==> config.mk <==
export PLATFORM = sky130hd
export DESIGN_NAME = lsu_subword
export DESIGN_NICKNAME = d
export VERILOG_FILES = /design/src/rtl/lsu_subword.sv
export SDC_FILE = /design/constraint.sdc
export NUM_CORES = 1
export LEC_CHECK = 0
export ABC_AREA = 1
export CORE_AREA = 2 2 120 122
export DETAILED_ROUTE_END_ITERATION = 16
export DIE_AREA = 0 0 122 124
export GPL_ROUTABILITY_DRIVEN = 0
export PLACE_DENSITY_LB_ADDON = 0.05
export SETUP_SLACK_MARGIN = 0.15
export SKIP_CTS_REPAIR_TIMING = 1
export SYNTH_ARGS = -nofsm -noshare
export SYNTH_HDL_FRONTEND = slang
export SYNTH_SLANG_ARGS = --single-unit
==> constraint.sdc <==
create_clock -name clk -period 4.5 [get_ports clk]
set_input_delay 0.9 -clock clk [delete_from_list [all_inputs] [get_ports clk]]
set_output_delay 0.9 -clock clk [all_outputs]
set_load 0.005 [all_outputs]
==> src/rtl/lsu_subword.sv <==
// lsu_subword: turns byte/halfword/word loads and stores into whole-word
// accesses on a single-port data memory. Sub-word stores use a read phase
// followed by a write phase. Load data is sign- or zero-extended. Misaligned
// and illegal-width requests are answered without touching memory.
module lsu_subword #(
   parameter int ADDR_W = 6
) (
   input  logic              clk,
   input  logic              rst_n,
   input  logic              req_valid,
   output logic              req_ready,
   input  logic              req_we,
   input  logic [2:0]        req_funct3,
   input  logic [31:0]       req_addr,
   input  logic [31:0]       req_wdata,
   output logic              resp_valid,
   output logic [31:0]       resp_rdata,
   output logic              resp_misaligned,
   output logic              resp_illegal,
   output logic [ADDR_W-1:0] mem_addr,
   input  logic [31:0]       mem_rdata,
   output logic              mem_we,
   output logic [31:0]       mem_wdata
);

   typedef enum logic [1:0] {
      IDLE  = 2'd0,
      READ  = 2'd1,
      WRITE = 2'd2,
      RESP  = 2'd3
   } state_t;

   state_t      state_q, state_d;
   logic        we_q;
   logic [2:0]  funct3_q;
   logic [31:0] addr_q;
   logic [31:0] wdata_q;
   logic [31:0] rd_buf_q;
   logic        mis_q;
   logic        ill_q;

   logic        accept_s;
   logic        ill_s;
   logic        mis_s;
   logic        unused_addr_s;

   // Loads accept b/h/w/bu/hu; stores accept only b/h/w.
   function automatic logic is_illegal(input logic we, input logic [2:0] f3);
      logic r;
      if (we) begin
         r = (f3 > 3'b010);
      end else begin
         r = (f3 == 3'b011) || (f3 == 3'b110) || (f3 == 3'b111);
      end
      return r;
   endfunction

   // Halfwords need even addresses, words need 4-byte alignment.
   function automatic logic is_misaligned(input logic [2:0] f3, input logic [1:0] a);
      logic r;
      case (f3[1:0])
         2'b01:   r = a[0];
         2'b10:   r = (a != 2'b00);
         default: r = 1'b0;
      endcase
      return r;
   endfunction

   // Pick the addressed byte/half out of the word and extend it.
   function automatic logic [31:0] load_extend(input logic [31:0] w, input logic [2:0] f3,
                                               input logic [1:0] a);
      logic [7:0]  b;
      logic [15:0] h;
      logic [31:0] r;
      b = w[8*a +: 8];
      h = a[1] ? w[31:16] : w[15:0];
      case (f3)
         3'b000:  r = {{24{b[7]}}, b};
         3'b100:  r = {24'h000000, b};
         3'b001:  r = {{16{h[15]}}, h};
         3'b101:  r = {16'h0000, h};
         3'b010:  r = w;
         default: r = 32'h0000_0000;
      endcase
      return r;
   endfunction

   // Overlay the store data onto the previously read word.
   function automatic logic [31:0] merge_store(input logic [31:0] old, input logic [31:0] wd,
                                               input logic [2:0] f3, input logic [1:0] a);
      logic [31:0] r;
      r = old;
      case (f3[1:0])
         2'b00:   r[8*a +: 8] = wd[7:0];
         2'b01: begin
            if (a[1]) begin
               r[31:16] = wd[15:0];
            end else begin
               r[15:0] = wd[15:0];
            end
         end
         default: r = wd;
      endcase
      return r;
   endfunction

   assign accept_s      = req_valid && req_ready;
   assign ill_s         = is_illegal(req_we, req_funct3);
   assign mis_s         = !ill_s && is_misaligned(req_funct3, req_addr[1:0]);
   // Address bits above the memory size alias and are deliberately ignored.
   assign unused_addr_s = ^req_addr[31:ADDR_W+2];

   // State register.
   always_ff @(posedge clk or negedge rst_n) begin
      if (!rst_n) begin
         state_q <= IDLE;
      end else begin
         state_q <= state_d;
      end
   end

   // Request latch on accept, read buffer capture in READ.
   always_ff @(posedge clk or negedge rst_n) begin
      if (!rst_n) begin
         we_q     <= 1'b0;
         funct3_q <= 3'b000;
         addr_q   <= 32'h0000_0000;
         wdata_q  <= 32'h0000_0000;
         rd_buf_q <= 32'h0000_0000;
         mis_q    <= 1'b0;
         ill_q    <= 1'b0;
      end else begin
         if (accept_s) begin
            we_q     <= req_we;
            funct3_q <= req_funct3;
            addr_q   <= req_addr;
            wdata_q  <= req_wdata;
            mis_q    <= mis_s;
            ill_q    <= ill_s;
         end
         if (state_q == READ) begin
            rd_buf_q <= mem_rdata;
         end
      end
   end

   // Next-state logic; errors skip memory entirely, sw skips the read phase.
   always_comb begin
      state_d = state_q;
      case (state_q)
         IDLE: begin
            if (!accept_s) begin
               state_d = IDLE;
            end else if (ill_s || mis_s) begin
               state_d = RESP;
            end else if (req_we && (req_funct3 == 3'b010)) begin
               state_d = WRITE;
            end else begin
               state_d = READ;
            end
         end
         READ: begin
            if (we_q) begin
               state_d = WRITE;
            end else begin
               state_d = RESP;
            end
         end
         WRITE:   state_d = RESP;
         RESP:    state_d = IDLE;
         default: state_d = IDLE;
      endcase
   end

   // Outputs decoded from state so reset removes mem_we immediately.
   always_comb begin
      req_ready       = 1'b0;
      resp_valid      = 1'b0;
      resp_rdata      = 32'h0000_0000;
      resp_misaligned = 1'b0;
      resp_illegal    = 1'b0;
      mem_addr        = addr_q[ADDR_W+1:2];
      mem_we          = 1'b0;
      mem_wdata       = 32'h0000_0000;
      case (state_q)
         IDLE: begin
            req_ready = 1'b1;
            mem_addr  = {ADDR_W{1'b0}};
         end
         READ: begin
            mem_we = 1'b0;
         end
         WRITE: begin
            mem_we    = 1'b1;
            mem_wdata = merge_store(rd_buf_q, wdata_q, funct3_q, addr_q[1:0]);
         end
         RESP: begin
            resp_valid      = 1'b1;
            resp_misaligned = mis_q;
            resp_illegal    = ill_q;
            if (!we_q && !mis_q && !ill_q) begin
               resp_rdata = load_extend(rd_buf_q, funct3_q, addr_q[1:0]);
            end else begin
               resp_rdata = 32'h0000_0000;
            end
         end
         default: begin
            req_ready = 1'b0;
         end
      endcase
   end

endmodule

Word-level counts from Yosys, hierarchy flattened
Index checks and enable logic that the tools add are counted.

Bits in registers: 80. Logic and storage cells: 65.

Add/subtract/negate cells: 1. Order comparisons: 1. Eq/ne operators: 14. Shift-type cells: 3. Mux-type cells: 22. Reduce and logical (&&, ||, !) cells: 16.

Operators with widths (count): 32-bit one-hot mux with 5 select lines (1); 32-bit two-way mux (3); 32-bit one-hot mux with 2 select lines (1); 16-bit two-way mux (3); 5-bit negation with 34-bit output (1); 8-bit by 34-bit variable shift with 32-bit output, first input constant (1); 8-bit by 34-bit indexed part select with 32-bit output (1); 32-bit bitwise mux (1); 32-bit by 6-bit indexed part select with 8-bit output (1); 3-bit equality test, second input constant (4); 3-bit by 2-bit equality test with 1-bit output, second input constant (3); 2-bit one-hot mux with 4 select lines (1); 1-bit two-way mux (7); 2-bit by 1-bit equality test with 1-bit output, second input constant (3); 2-bit equality test, second input constant (3); 2-bit two-way mux (3); 6-bit two-way mux (1); 1-bit logical AND (5); 1-bit zero test (4); 2-bit zero test (2); 3-bit by 1-bit equality test with 1-bit output, second input constant (1); 3-bit by 2-bit greater-than comparator with 1-bit output, second input constant (1); 3-bit zero test (1); 1-bit logical OR (3); 2 further kinds (2).

Longest topological paths before layout
Depth in word-level cells: 10. Depth in mapped cells: 10. Gate-level depth less buffers: 9.

Worst setup path after synthesis
No wires, ideal clock.

Kind: flip-flop to output port. From: register addr_q[1]. To: output port mem_wdata[24]. Data arrival time: 1.716 ns. Setup slack: 1.884 ns. Stages on the path, launching flop included: 10. Path buffers: 2. Cells stage by stage: dfrtp_1 -> inv_2 -> buf_2 -> ha_1 -> buf_2 -> inv_1 -> nand4_1 -> nand2_1 -> nand2_1 -> a21oi_1.

Word-level cells in the longest chain between the ends: 5.

Ends and longest elaborated chain: start, declared (RTL line 36) `logic [31:0] addr_q;`; start signal, assigned (RTL line 136) `addr_q <= req_addr;`; 5-bit negation with 34-bit output (RTL line 94) `2'b00: r[8*a +: 8] = wd[7:0];`; 8-bit by 34-bit indexed part select with 32-bit output or 8-bit by 34-bit variable shift with 32-bit output (tied branches) (RTL line 94); 32-bit bitwise mux (RTL line 94); 32-bit one-hot mux with 2 select lines * (RTL line 93) `case (f3[1:0])`; 32-bit two-way mux * (RTL line 185) `case (state_q)`; end, declared (RTL line 23) `output logic [31:0] mem_wdata`.

Mark *: on every way between the ends. The rest lies on a longest branch, timed or not.

Final worst setup path
From: register funct3_q[0]. To: output port resp_rdata[31].

Word-level cells in the longest chain between the ends: 4.

Ends and longest elaborated chain: start, declared (RTL line 35) `logic [2:0] funct3_q;`; start signal, assigned (RTL line 135) `funct3_q <= req_funct3;`; 3-bit by 2-bit equality test with 1-bit output (tied with other cells) (RTL line 77) `case (f3)`; 32-bit one-hot mux with 5 select lines * (RTL line 77); 32-bit two-way mux * (RTL line 201) `if (!we_q && !mis_q && !ill_q) begin`; 32-bit two-way mux * (RTL line 185); end, declared (RTL line 17) `output logic [31:0] resp_rdata,`.

Marked as above.

==> results.toml <==
[synthesis]
synth_seq_area_share_pct = 34.1
syn_area_um2 = 5880
syn-num-nets = 999
synth_cells = 884
synth.ff_latch_count = 80
synth_warnings = 0
synth.distinct_cells = 35
synth.avg_cell_area_um2 = 6.65

[drt]
drtIter0Drc = 469
ant_nets = 0
vias = 5972
drc = 0
routedWlPerCell_um = 15.3
drt_wl_total_um = 18200
dr.pass1.iters = 5
vias_per_cell = 5.03

[cells_and_area]
n_antenna_cell = 0
fillers = 1453
final_cell_count_no_fill = 1188
final_layout_size_suffix_gt1_share_pct = 7.64
layout.nets = 1119
synthToLayoutAreaGrowth_pct = 29.6

[run]
drv_cap = 0

[global_routing]
grt-ovfl-total = 0
grt_first_pass_wirelength_um = 28600
grt_pass1_vias = 5497
track_usage_pct = 24.5
antenna_found_initial = 0
grt_max_degree = 81

[power_and_ir_drop]
p_per_area_nw_per_um2 = 670
vdd_drop_max_mv = 0.286
finalPower_mw = 5.10
p_leak_nw = 3.53

[timing]
hold_violations = 0
period_needed_ns = 3.88
period_share_pct = 86.3
clock_skew_ns = 0.00299
slew_violations = 0
finalSetupTns_ns = 0
tightest_slew_ns = 1.04
finalSetupViolCount = 0
grt_setup_unrepaired = "false"
fmaxAchievable_mhz = 258
relSlewSlack_pct = 30.4

[clock_tree]
cts-htree-levels = 3
cts_tree = "built"
cts_buffers = 9
clock_latency_ns = 0.34
cts.path.max_buffers = 2
cts_sinks = 80
clockRootBuffer = "clkbuf_16"
path_clk_slew_ns = 0.06

[floorplan]
rows = 43
fp.dieH_um = 124
die_w_um = 122
initial_utilization_pct = 42.8
ios = 178
core_um2 = 13700
fp.dieArea_um2 = 15100

[critical_path]
path_class = "reg -> out"
worstSetupStartpointType = "flop"
endpoint_kind = "output port"
worstPathRequired_ns = 3.60
crit_arrival_ns = 2.98
cp_max_fo = 28

[placed_design]
numPlacedInstances = 1173
portBuffers = 153
dpl.hpwl_um = 13600

[min_path]
hp-class = "reg -> reg"

[run_status]
status = "finished, final reports clean"
through the flow:
stage	setup slack (ns)	util, %	hold WS [ns]	instance area [um2]
3_3_place_gp	1.01	53.7	0.465	7360
3_5_place_dp	0.971	53.7	0.471	7360
4_1_cts	0.600	55.5	0.486	7620
5_1_grt	0.410	55.5	0.501	7620
2_1_floorplan	1.88	-	0.449	5880
6_report	0.617	55.5	0.479	7620
layer usage:
layer,track usage (%),vias to the layer above,share of wire (%)
met5,0,-,0
met4,7.90,0,1.8
met3,3.43,22,6.2
met2,39.9,192,46
met1,33.7,2716,46
li1,-,3042,-
cell type report:
| class | count | area [um2] | area share (%) |
|---|---|---|---|
| clock inverter | 4 | 22.5 | 0.296 |
| multi-input combinational | 650 | 3160 | 41.5 |
| timing repair buffer | 160 | 1580 | 20.8 |
| tap | 180 | 225 | 2.96 |
| inverter | 103 | 394 | 5.17 |
| sequential | 80 | 2000 | 26.3 |
| clock buffer | 11 | 233 | 3.06 |
path summary, 6_finish.rpt:
path | startpoint | end | slack, ns | depth (start not counted)
min in group asynchronous | rst_n | rd_buf_q[19]$_DFFE_PN0N_ | 0.75 | 1
max in group asynchronous | rst_n | wdata_q[14]$_DFFE_PN0P_ | 3.09 | 1
worst max register to register | state_q[0]$_DFF_PN0_ | ill_q$_DFFE_PN0P_ | 2.43 | 7
worst min-delay path | wdata_q[19]$_DFFE_PN0P_ | wdata_q[19]$_DFFE_PN0P_ | 0.48 | 2
worst max-delay path | funct3_q[0]$_DFFE_PN0P_ | resp_rdata[31] | 0.62 | 6
worst min register to register | wdata_q[19]$_DFFE_PN0P_ | wdata_q[19]$_DFFE_PN0P_ | 0.48 | 2
flip-flops by register name, indices dropped and copies added (netlist names):
signal and count:
we_q 1, funct3_q 3, ill_q 1, addr_q 8, state_q 2, rd_buf_q 32
mis_q 1, wdata_q 32
cells in the mapped netlist, drive strengths merged:
| master | number | area, um2 |
|---|---|---|
| a21boi | 1 | 7.51 |
| a21oi | 64 | 407 |
| buf | 39 | 282 |
| clkbuf | 12 | 45.0 |
| clkinv | 2 | 7.51 |
| dfrtp | 80 | 2000 |
| ha | 12 | 150 |
| inv | 101 | 387 |
| mux2 | 13 | 146 |
| nand2 | 334 | 1260 |
| nand3 | 31 | 160 |
| nand3b | 3 | 22.5 |
| nand4 | 41 | 272 |
| nor2 | 81 | 340 |
| nor3 | 2 | 21.3 |
| o211ai | 1 | 7.51 |
| o21a | 1 | 7.51 |
| o21ai | 65 | 344 |
| o22ai | 1 | 6.26 |
power breakdown:
group	switching, mW	leakage [nW]	internal, mW	total (mW)
sequential	0.420	0.979	1.07	1.49
combinational	1.83	2.43	1.12	2.95
clock	0.293	0.125	0.368	0.661
cells in the final DEF (no fill, tap or decap):
master / n
clkinv_2: 3
inv_1: 96
mux2_2: 13
ha_2: 1
nand2_1: 330
nor2_2: 2
o22ai_1: 1
nand4_1: 40
o21ai_4: 1
nor2_8: 1
buf_4: 8
a21boi_0: 1
nand3_1: 30
clkdlybuf4s50_1: 152
nand3b_1: 3
inv_2: 3
nor2_4: 2
a21oi_2: 23
o21ai_2: 2
clkinvlp_4: 1
nor3_1: 1
o21ai_0: 60
o21ai_1: 2
nor2_1: 76
clkinv_1: 3
dfrtp_1: 80
nor3_4: 1
ha_1: 11
o21a_1: 1
inv_8: 1
nand3_2: 1
nand4_4: 1
a21oi_1: 41
nand2_2: 4
o211ai_1: 1
clkbuf_1: 2
clkbuf_16: 9
cell families (layout without fill, tap and decap cells):
logic type / after synthesis / after routing / share of synthesized area [%]
adders and majority gates: 12 / 12 / 2.55
AOI/OAI and AO/OA: 133 / 133 / 13.3
muxes: 13 / 13 / 2.49
and+or+nand+nor: 492 / 492 / 35.4
buffers and inverters: 154 / 278 / 12.3
DFF: 80 / 80 / 34.1
worst max-delay path, stage by stage (launching register included):
cell,delay (ns)
dfrtp_1,0.67
inv_8,0.32
nand2_2,0.23
nor2_1,0.17
nand2_2,0.40
a21oi_1,0.29
clkdlybuf4s50_1,0.54
Power figures use the tool's default switching activity.
==> variant: new RTL, same flow settings <==
The parameter `ADDR_W` goes from 6 to 5.
--- a/src/rtl/lsu_subword.sv
+++ b/src/rtl/lsu_subword.sv
@@ -3,7 +3,7 @@
 // followed by a write phase. Load data is sign- or zero-extended. Misaligned
 // and illegal-width requests are answered without touching memory.
 module lsu_subword #(
-   parameter int ADDR_W = 6
+   parameter int ADDR_W = 5
 ) (
    input  logic              clk,
    input  logic              rst_n,
Ports: changed (resized mem_addr); port bits go from 178 to 177. The function was not compared with the original's and may differ.
==> variant against the unedited design <==
Critical path depth rose by 3. Worst setup slack improved by 93 ps. Die area did not move. Total power rose by 0.94%. Design area fell by 0.76%. Critical path type unchanged. Area after synthesis fell by 3.4%. Sequential cell count fell by 1. Hold slack improved by 4.0 ps. Sequential power fell by 3%. Wire length fell by 2.1%. Global-route usage fell by 0.48 points. Synthesized cell count fell by 0.34%.
==> variant: results (changes against the unedited design) <==
yosys warns 0 (unchanged); P_sw 2.473 mW (was 2.546 mW); Synth area leaders dfrtp_1 35%, nand2_1 22%, inv_1 6.5% (was dfrtp_1 34%, nand2_1 21%, inv_1 6.2%); TritonCTS Buffers 9 (unchanged); Primary FF master, synth dfrtp_1 (unchanged); first-pass GRT wire length 27.83 mm (was 28.58 mm); Final Non-Filler Cells 1188 (unchanged); HP Class reg2reg (unchanged); unique cell type count in the Yosys netlist 28 (was 35); post-synthesis compound-gate area fraction 12.27% (was 13.26%); Post-synth ARST share 100.0% (unchanged); CTS max path bufs 2 (unchanged); vias in the first global route 5293 (was 5497); clk_lat worst skew 340 ps (about the same); drt first pass iters 5 (unchanged); adder-cell share of the synthesized area 2.644% (was 2.554%); sequential area share after synthesis 34.81% (was 34.06%); Via-to-Cell Ratio 5.024 (was 5.027); Largest regs rd_buf_q (32), wdata_q (32), addr_q (7) (was rd_buf_q (32), wdata_q (32), addr_q (8)); xor and xnor area share after synthesis 0% (unchanged); arrival time worst endpoint 2890 ps (was 2980 ps); # diodes 0 (unchanged); CTS clk-pin slew, worst paths 60 ps (about the same); initial antenna violation count 0 (unchanged); syn_nets 996 (was 999); placed insts 1172 (was 1173); DP HPWL 13.13 mm (was 13.62 mm); H-tree Lvls 3 (unchanged); Final Skew 9.775 ps (was 2.992 ps); Tot GR Track Use 24.02% (was 24.51%); port bufs 151 (was 153); Worst-Margin Slew 1012 ps (was 1044 ps); maximum vdd drop 0.3584 mV (was 0.2860 mV); largest fanout on the critical path 43 (was 28); Filler cells 1412 (was 1453); pre-CTS WS 1104 ps (was 970.8 ps); Root Driver clkbuf_16 (unchanged); mux contribution to synthesized area 2.776% (was 2.490%); leakage 3.582 nW (was 3.533 nW); placed cell areas 7233 sq um (was 7361 sq um); Final #Nets 1118 (was 1119); syn avg cell area 6.446 sq um (was 6.649 sq um); status complete, no violations (unchanged); commonest cells in the netlist 331 x nand2_1, 99 x inv_1, 79 x dfrtp_1 (was 330 x nand2_1, 97 x inv_1, 80 x dfrtp_1); drt first-iter violations 502 (was 469); share of cells above drive strength 1 6.349% (was 7.639%); DR WL/cell 14.99 um (was 15.31 um); largest net degree at the start of global routing 80 (was 81)
[variant: critical path, stage by stage (launching register included)]
cell and delay (ps):
dfrtp_1 340, buf_4 410, ha_1 380, clkinv_1 280, nor2_1 150, nand2_1 70
nand2_1 60, nand2_1 50, a21oi_1 230, clkdlybuf4s50_1 550
[variant: worst paths after layout]
kind                             start            end  slack (ps)  cells past startpoint
setup / recovery             addr_q[1]  mem_wdata[31]         710                      9
hold / removal             wdata_q[28]    wdata_q[28]         480                      2
setup reg to reg            state_q[0]     wdata_q[1]        2420                      8
hold reg to reg            wdata_q[28]    wdata_q[28]         480                      2
max in group asynchronous        rst_n    rd_buf_q[9]        3110                      1
min in group asynchronous        rst_n    rd_buf_q[4]         710                      1
[variant: area by class of cell]
class                      instances  area [sq um]  share of cell area (%)
sequential                        79          1977                   26.15
clock buffer                      13         260.3                   3.443
multi-input combinational        644          3034                   40.14
clock inverter                     3         65.06                  0.8608
tap                              180         225.2                   2.980
timing repair buffer             163          1599                   21.16
inverter                         106         397.9                   5.264
[variant: cell families after synthesis]
| family | count (synthesis) |
|---|---|
| fa+ha+maj | 12 |
| flops | 79 |
| compound gates | 129 |
| simple gates | 489 |
| mux | 14 |
| buf+inv | 158 |
[variant: power by group through the flow]
| stage | sequential (mW) | combinational (mW) | clock [mW] |
|---|---|---|---|
| after floorplan | 1.27 | 2.02 | 0 |
| after global placement | 1.45 | 2.85 | 0 |
| after detailed placement | 1.45 | 2.87 | 0 |
| after CTS | 1.44 | 2.89 | 0.816 |
| after global routing | 1.49 | 3.26 | 0.838 |
| final | 1.45 | 2.90 | 0.803 |
[variant: per-layer routing]
metal	wire (um)	track usage (%)	vias up
li1	-	-	3023
met1	8369	34.06	2718
met2	8120	38.34	208
met3	1035	3.663	19
met4	282	6.466	0
met5	0	0	-
